===== src/rtl/minibyte_bus_arbiter.sv =====
// Two-master arbiter for the shared 8-bit Minibyte memory/IO bus with programmable wait states.
// Define MINIBYTE_ARB_RR_EN for round-robin tie-breaking; otherwise master 0 has fixed priority.
module minibyte_bus_arbiter #(
  parameter int unsigned ADDR_W      = 8,
  parameter int unsigned DATA_W      = 8,
  parameter int unsigned WAIT_CYCLES = 0
) (
  input  logic              clk,
  input  logic              rst_n,
  input  logic              m0_req,
  input  logic [ADDR_W-1:0] m0_addr,
  input  logic [DATA_W-1:0] m0_wdata,
  input  logic              m0_we,
  output logic              m0_ack,
  output logic [DATA_W-1:0] m0_rdata,
  input  logic              m1_req,
  input  logic [ADDR_W-1:0] m1_addr,
  input  logic [DATA_W-1:0] m1_wdata,
  input  logic              m1_we,
  output logic              m1_ack,
  output logic [DATA_W-1:0] m1_rdata,
  output logic [ADDR_W-1:0] bus_addr,
  output logic [DATA_W-1:0] bus_wdata,
  output logic              bus_we,
  input  logic [DATA_W-1:0] bus_rdata,
  output logic              busy,
  output logic              owner
);

  // Wait count is a 4-bit counter; WAIT_CYCLES above 15 is not supported.
  localparam logic [3:0] WaitInit = 4'(WAIT_CYCLES);

  typedef enum logic [1:0] {StIdle, StAccess, StAck} state_e;

  state_e            state_q, state_d;
  logic [3:0]        cnt_q, cnt_d;
  logic              owner_q, owner_d;
  logic              we_q, we_d;
  logic [ADDR_W-1:0] addr_q, addr_d;
  logic [DATA_W-1:0] wdata_q, wdata_d;
  logic [DATA_W-1:0] rdata0_q, rdata0_d;
  logic [DATA_W-1:0] rdata1_q, rdata1_d;
  logic              any_req;
  logic              win;

  assign any_req = m0_req | m1_req;

`ifdef MINIBYTE_ARB_RR_EN
  logic ptr_q, ptr_d;

  // On a tie the master that did not win last time is granted.
  assign win = (m0_req & m1_req) ? ~ptr_q : ~m0_req;

  always_comb begin
    ptr_d = ptr_q;
    if (state_q == StIdle && any_req) ptr_d = win;
  end

  always_ff @(posedge clk or negedge rst_n) begin
    if (!rst_n) ptr_q <= 1'b1;
    else        ptr_q <= ptr_d;
  end
`else
  assign win = ~m0_req;
`endif

  always_comb begin
    state_d  = state_q;
    cnt_d    = cnt_q;
    owner_d  = owner_q;
    we_d     = we_q;
    addr_d   = addr_q;
    wdata_d  = wdata_q;
    rdata0_d = rdata0_q;
    rdata1_d = rdata1_q;
    unique case (state_q)
      StIdle: begin
        if (any_req) begin
          owner_d = win;
          addr_d  = win ? m1_addr  : m0_addr;
          wdata_d = win ? m1_wdata : m0_wdata;
          we_d    = win ? m1_we    : m0_we;
          cnt_d   = WaitInit;
          state_d = StAccess;
        end
      end
      StAccess: begin
        if (cnt_q == 4'd0) begin
          state_d = StAck;
          if (!we_q) begin
            if (owner_q) rdata1_d = bus_rdata;
            else         rdata0_d = bus_rdata;
          end
        end else begin
          cnt_d = cnt_q - 4'd1;
        end
      end
      StAck:   state_d = StIdle;
      default: state_d = StIdle;
    endcase
  end

  always_ff @(posedge clk or negedge rst_n) begin
    if (!rst_n) begin
      state_q  <= StIdle;
      cnt_q    <= 4'd0;
      owner_q  <= 1'b0;
      we_q     <= 1'b0;
      addr_q   <= '0;
      wdata_q  <= '0;
      rdata0_q <= '0;
      rdata1_q <= '0;
    end else begin
      state_q  <= state_d;
      cnt_q    <= cnt_d;
      owner_q  <= owner_d;
      we_q     <= we_d;
      addr_q   <= addr_d;
      wdata_q  <= wdata_d;
      rdata0_q <= rdata0_d;
      rdata1_q <= rdata1_d;
    end
  end

  // Strobe is decoded from state so reset drops it without waiting for a clock edge.
  assign bus_we    = (state_q == StAccess) & we_q;
  assign busy      = (state_q != StIdle);
  assign m0_ack    = (state_q == StAck) & ~owner_q;
  assign m1_ack    = (state_q == StAck) &  owner_q;
  assign bus_addr  = addr_q;
  assign bus_wdata = wdata_q;
  assign owner     = owner_q;
  assign m0_rdata  = rdata0_q;
  assign m1_rdata  = rdata1_q;

endmodule


===== config.mk =====
export PLATFORM = sky130hd
export DESIGN_NAME = minibyte_bus_arbiter
export DESIGN_NICKNAME = d
export VERILOG_FILES = /design/src/rtl/minibyte_bus_arbiter.sv
export SDC_FILE = /design/constraint.sdc
export NUM_CORES = 1
export LEC_CHECK = 0
export BUFFER_PORTS_ARGS = -buffer_cell sky130_fd_sc_hd__buf_2
export CAP_MARGIN = 30
export CORE_MARGIN = 2
export CORE_UTILIZATION = 46
export DETAILED_ROUTE_END_ITERATION = 12
export GPL_ROUTABILITY_DRIVEN = 0
export PLACE_DENSITY_LB_ADDON = 0.2
export SYNTH_ARGS = -nofsm -noshare
export SYNTH_HDL_FRONTEND = slang
export SYNTH_SLANG_ARGS = --single-unit

===== constraint.sdc =====
create_clock -name clk -period 2.65 [get_ports clk]
set_clock_uncertainty 0.15 [all_clocks]
set_input_delay 0.1325 -clock clk [delete_from_list [all_inputs] [get_ports clk]]
set_output_delay 0.1325 -clock clk [all_outputs]
set_load 0.1 [all_outputs]

==> flow_metrics.tcl, run 1 <==
set metrics [dict create \
    grt_pass1_vias 1498 \
    cts_setup_buffers 0 \
    first_pass_iters 4 \
    port-buffer-count 82 \
    start_kind "flip-flop" \
    synth_nets 179 \
    synth_cell_type_count 28 \
    clock-sinks 40 \
    slew_headroom 0.413 \
    post_drt_via_cell_ratio 5.09 \
    grtUsageTotal 0.194 \
    dp_hpwl_um 2910 \
    required_ns 2.68 \
    cts_buffers 5 \
    hold_class "input pin to flip-flop" \
    cts_tree "built" \
    cp_max_fo 8 \
    start_util 0.469 \
    antenna_found_initial 0 \
    syn_to_final_growth_pct 35.4 \
    netlist_instances 131 \
    fin_tns_setup_ns 0 \
    drc 0 \
    cts.clk_slew.worst_paths_ns 0.08 \
    layout_min_cycle_time_ns 2.31 \
    slew_violations 0 \
    io_pins 83 \
    fp-row-count 23 \
    die_h_um 67.4 \
    fin_nets 275 \
    grt_setup_unrepaired "no" \
    drive_above_1_share 0.636 \
    detail-route-antenna-nets 0 \
    core_um2 3940 \
    grt_max_degree 41 \
    tightestPinTransition_ns 0.880 \
    antenna_cells 0 \
    die-area_um2 4550 \
    critPathCaptureType "flip-flop" \
    ys_ff_latch 40 \
    syn_area_um2 1850 \
    grt_remaining_overflow 0 \
    grt_pass1_wl_um 6630 \
    drt-total-wl_um 3980 \
    timing.fmax_mhz 433 \
    drt-initial-drc-count 84 \
    yosysWarnings 0 \
    critical_path_arrival_ns 2.33 \
    vias 1415 \
    final_cell_area_um2 2500 \
    placed_area_um2 2310 \
    setup_viol 0 \
    avgSynthCellArea_um2 14.1 \
    seq_area_frac_synth 0.541 \
    clock_tree.root_cell "clkbuf_8" \
    final-hold-violation-count 0 \
    die_w_um 67.4 \
    status "finished clean" \
    maxCapViolations 0 \
    min_period_over_period 0.871 \
    insertion_delay_ns 0.29 \
    clockBufferDepth 2 \
    h-tree-depth 2 \
    wire_per_inst_um 14.3 \
    critPathKind "flip-flop to flip-flop" \
]
==> layer usage <==
metal	track usage	wire [um]	up-vias
li1	-	-	659
met1	0.243	1670	706
met2	0.323	2060	45
met3	0.0583	214	5
met4	0.0638	34	0
met5	0	0	-
==> cell type report <==
class                      count  area [um2]
timing repair buffer          93         518
multi-input combinational     83         816
inverter                       4        15.0
clock buffer                   6        82.6
tap                           50        62.6
fill                         337        1440
sequential                    40        1000
clock inverter                 2        10.0
==> cell families (layout without fill, tap and decap cells) <==
group / Yosys count / after routing / synth area share
compound gates: 10 / 10 / 0.0325
fa+ha+maj: 2 / 2 / 0.0135
buf+inv: 8 / 105 / 0.0210
flops: 40 / 40 / 0.541
mux: 50 / 50 / 0.320
simple gates: 21 / 21 / 0.0717
==> stage by stage <==
stage,utilization,hold WS [ns],cells,setup WS (ns)
global route,0.635,0.0572,278,0.101
global placement,0.586,0.141,260,0.489
detailed placement,0.586,0.151,260,0.363
floorplan,-,-0.313,131,0.239
CTS,0.635,0.0422,278,0.353
finish,0.635,0.0515,278,0.342
==> worst paths after layout <==
path	start	to	slack (ns)	depth (start not counted)
min in group asynchronous	rst_n	bus_wdata[2]$_DFFE_PN0P_	0.36	2
setup reg to reg	cnt_q[0]$_DFFE_PN0P_	m1_rdata[2]$_DFFE_PN0P_	0.34	5
hold / removal	m0_addr[0]	bus_addr[0]$_DFFE_PN0P_	0.05	3
hold reg to reg	bus_addr[6]$_DFFE_PN0P_	bus_addr[6]$_DFFE_PN0P_	0.35	1
max in group asynchronous	rst_n	m0_rdata[0]$_DFFE_PN0P_	1.45	2
setup / recovery	cnt_q[0]$_DFFE_PN0P_	m1_rdata[2]$_DFFE_PN0P_	0.34	5
==> sequential cells by signal, summed over array words and instances (netlist names) <==
signal,count
bus_addr,8
bus_wdata,8
cnt_q,4
m0_rdata,8
m1_rdata,8
owner,1
state_q,2
we_q,1
==> Yosys cell counts <==
library cell  count  share of area
a21oi_1           3         0.0081
and2_1            1         0.0034
and3b_1           1         0.0047
buf_2             1         0.0027
buf_6             1         0.0061
clkbuf_1          2         0.0041
dfrtp_1          40           0.54
ha_1              2          0.014
inv_1             4         0.0081
mux2_2           42           0.26
mux2_4            8          0.065
nand2_1           1         0.0020
nand2b_1          1         0.0034
nand3_1           2         0.0054
nand4b_1          1         0.0047
nor2_1            4         0.0081
nor2_2            1         0.0034
nor2b_1           2         0.0068
nor3_1            2         0.0054
nor3b_1           2         0.0081
o211ai_1          1         0.0041
o21ai_0           3         0.0081
o221ai_1          1         0.0047
o22ai_1           1         0.0034
o31ai_1           1         0.0041
or3b_4            1         0.0061
or4_1             1         0.0041
or4_4             1         0.0061
==> critical path, stage by stage, from the launching register on <==
cell and delay, ns:
dfrtp_1 0.39, inv_1 0.11, ha_1 0.20, nor3b_1 0.43, nand4b_1 0.49, mux2_2 0.43
==> timing repair <==
item                                   4_1_cts  5_1_grt
setup endpoints to repair                    0        0
gates resized for setup                      0        0
hold buffers                                10        0
endpoints found under the hold margin       57        0
==> cells in the final DEF (no fill, tap or decap), drive strengths merged, types with 2 or more instances in the layout <==
master and n:
a21oi 3, buf 83, clkbuf 6, clkinv 2, dfrtp 40, dlygate4sd3 10
ha 2, inv 4, mux2 50, nand3 2, nor2 5, nor2b 2
nor3 2, nor3b 2, o21ai 3, or4 2
Power of run 1 is left out: the tool's default activity adds up to more than one toggle a clock period on the data nets, which glitch-free logic cannot reach.
==> run 2: changes to the inputs <==
--- a/config.mk
+++ b/config.mk
@@ -8,10 +8,11 @@
 export BUFFER_PORTS_ARGS = -buffer_cell sky130_fd_sc_hd__buf_2
 export CAP_MARGIN = 30
 export CORE_MARGIN = 2
-export CORE_UTILIZATION = 46
+export CORE_UTILIZATION = 42
 export DETAILED_ROUTE_END_ITERATION = 12
 export GPL_ROUTABILITY_DRIVEN = 0
 export PLACE_DENSITY_LB_ADDON = 0.2
 export SYNTH_ARGS = -nofsm -noshare
 export SYNTH_HDL_FRONTEND = slang
 export SYNTH_SLANG_ARGS = --single-unit
+export TNS_END_PERCENT = 50
==> constraint.sdc (replaced) <==
create_clock -name clk -period 2 [get_ports clk]
set_clock_uncertainty 0.15 [all_clocks]
set_input_delay 0.1 -clock clk [delete_from_list [all_inputs] [get_ports clk]]
set_output_delay 0.1 -clock clk [all_outputs]
set_load 0.1 [all_outputs]
==> flow_metrics.tcl, run 2 (same netlist as run 1, synthesis figures left out) <==
set metrics [dict create \
    grt_setup_unrepaired "yes" \
    vias 1472 \
    wire_per_inst_um 14.0 \
    core_um2 4290 \
    grt_pass1_wl_um 7070 \
    cts_tree "built" \
    timing.fmax_mhz 475 \
    clockBufferDepth 2 \
    first_pass_iters 4 \
    syn_to_final_growth_pct 45.9 \
    die_w_um 70.4 \
    critical_path_arrival_ns 2.14 \
    final_common_cell "buf_2" \
    fin_tns_setup_ns -0.811 \
    h-tree-depth 2 \
    final_cell_area_um2 2700 \
    timing.hold.ws_ns 0.00729 \
    violations "setup timing" \
    detail-route-antenna-nets 0 \
    mostFrequentLayoutCells "buf_2 (82), mux2_2 (42), dfrtp_1 (38)" \
    antenna_found_initial 0 \
    cts_buffers 5 \
    grt_pass1_vias 1556 \
    grt_remaining_overflow 0 \
    cts.clk_slew.worst_paths_ns 0.08 \
    tightestPinTransition_ns 0.502 \
    dp_hpwl_um 3090 \
    status "complete, but fails checks" \
    antenna_cells 0 \
    die-area_um2 4950 \
    startpoint "cnt_q[0]$_DFFE_PN0P_" \
    final-hold-violation-count 0 \
    die_h_um 70.4 \
    io_pins 83 \
    insertion_delay_ns 0.30 \
    post_drt_via_cell_ratio 4.99 \
    slew_violations 0 \
    r2r_start "cnt_q[0]$_DFFE_PN0P_" \
    hold_class "input pin to flip-flop" \
    placed_area_um2 2450 \
    fin_nets 290 \
    drc 0 \
    start_kind "flip-flop" \
    hold_start "m0_we" \
    grtUsageTotal 0.180 \
    layout_min_cycle_time_ns 2.11 \
    layout_setup_ws_ns -0.107 \
    maxCapViolations 0 \
    min_period_over_period 1.05 \
    required_ns 2.04 \
    fp-row-count 24 \
    clock-sinks 40 \
    clock_tree.root_cell "clkbuf_8" \
    drive_above_1_share 0.675 \
    critPathCaptureType "flip-flop" \
    cp_max_fo 8 \
    critPathKind "flip-flop to flip-flop" \
    slew_headroom 0.665 \
    grt_max_degree 24 \
    drt-total-wl_um 4120 \
    drt-initial-drc-count 31 \
    start_util 0.431 \
    port-buffer-count 82 \
    setup_viol 8 \
]
run 2: layer usage:
metal	GRT usage	up-vias	wire (um)
met5	0	-	0
met4	0.0855	0	63
met3	0.0418	7	222
met2	0.303	54	2100
met1	0.216	716	1740
li1	-	695	-
run 2: final timing paths:
kind,end,slack (ns),depth (start not counted)
max,m0_rdata[3]$_DFFE_PN0P_,-0.11,5
min,we_q$_DFFE_PN0P_,0.007,3
max reg2reg,m0_rdata[3]$_DFFE_PN0P_,-0.11,5
min reg2reg,m1_rdata[3]$_DFFE_PN0P_,0.36,1
max in group asynchronous,m1_rdata[5]$_DFFE_PN0P_,0.94,3
min in group asynchronous,cnt_q[3]$_DFFE_PN0P_,0.15,2
run 2: cell type report:
type	count	area, um2
fill	375	1590
sequential	40	1000
multi-input combinational	83	847
timing repair buffer	108	651
clock buffer	5	68.8
tap	52	65.1
clock inverter	3	46.3
inverter	4	18.8
run 2: what timing repair did:
action	4_1_cts	5_1_grt
endpoints found under the hold margin	42	0
setup endpoints to repair	8	8
cloned	0	0
hold buffers	13	0
gates resized for setup	0	0
buffers inserted	1	0
run 2: metrics by stage:
stage | instances | worst slack (ns) | util
2_1_floorplan | 131 | -0.196 | -
3_3_place_gp | 273 | -0.0729 | 0.570
3_5_place_dp | 273 | -0.116 | 0.570
4_1_cts | 295 | -0.118 | 0.629
5_1_grt | 295 | -0.145 | 0.629
6_report | 295 | -0.107 | 0.629
run 2: worst max-delay path, cell delays in order (launching register included):
cell     delay, ns
dfrtp_1       0.39
inv_2         0.08
ha_4          0.13
or3b_4        0.38
or4_4         0.53
mux2_4        0.33
Power of run 2 is left out for the same reason.
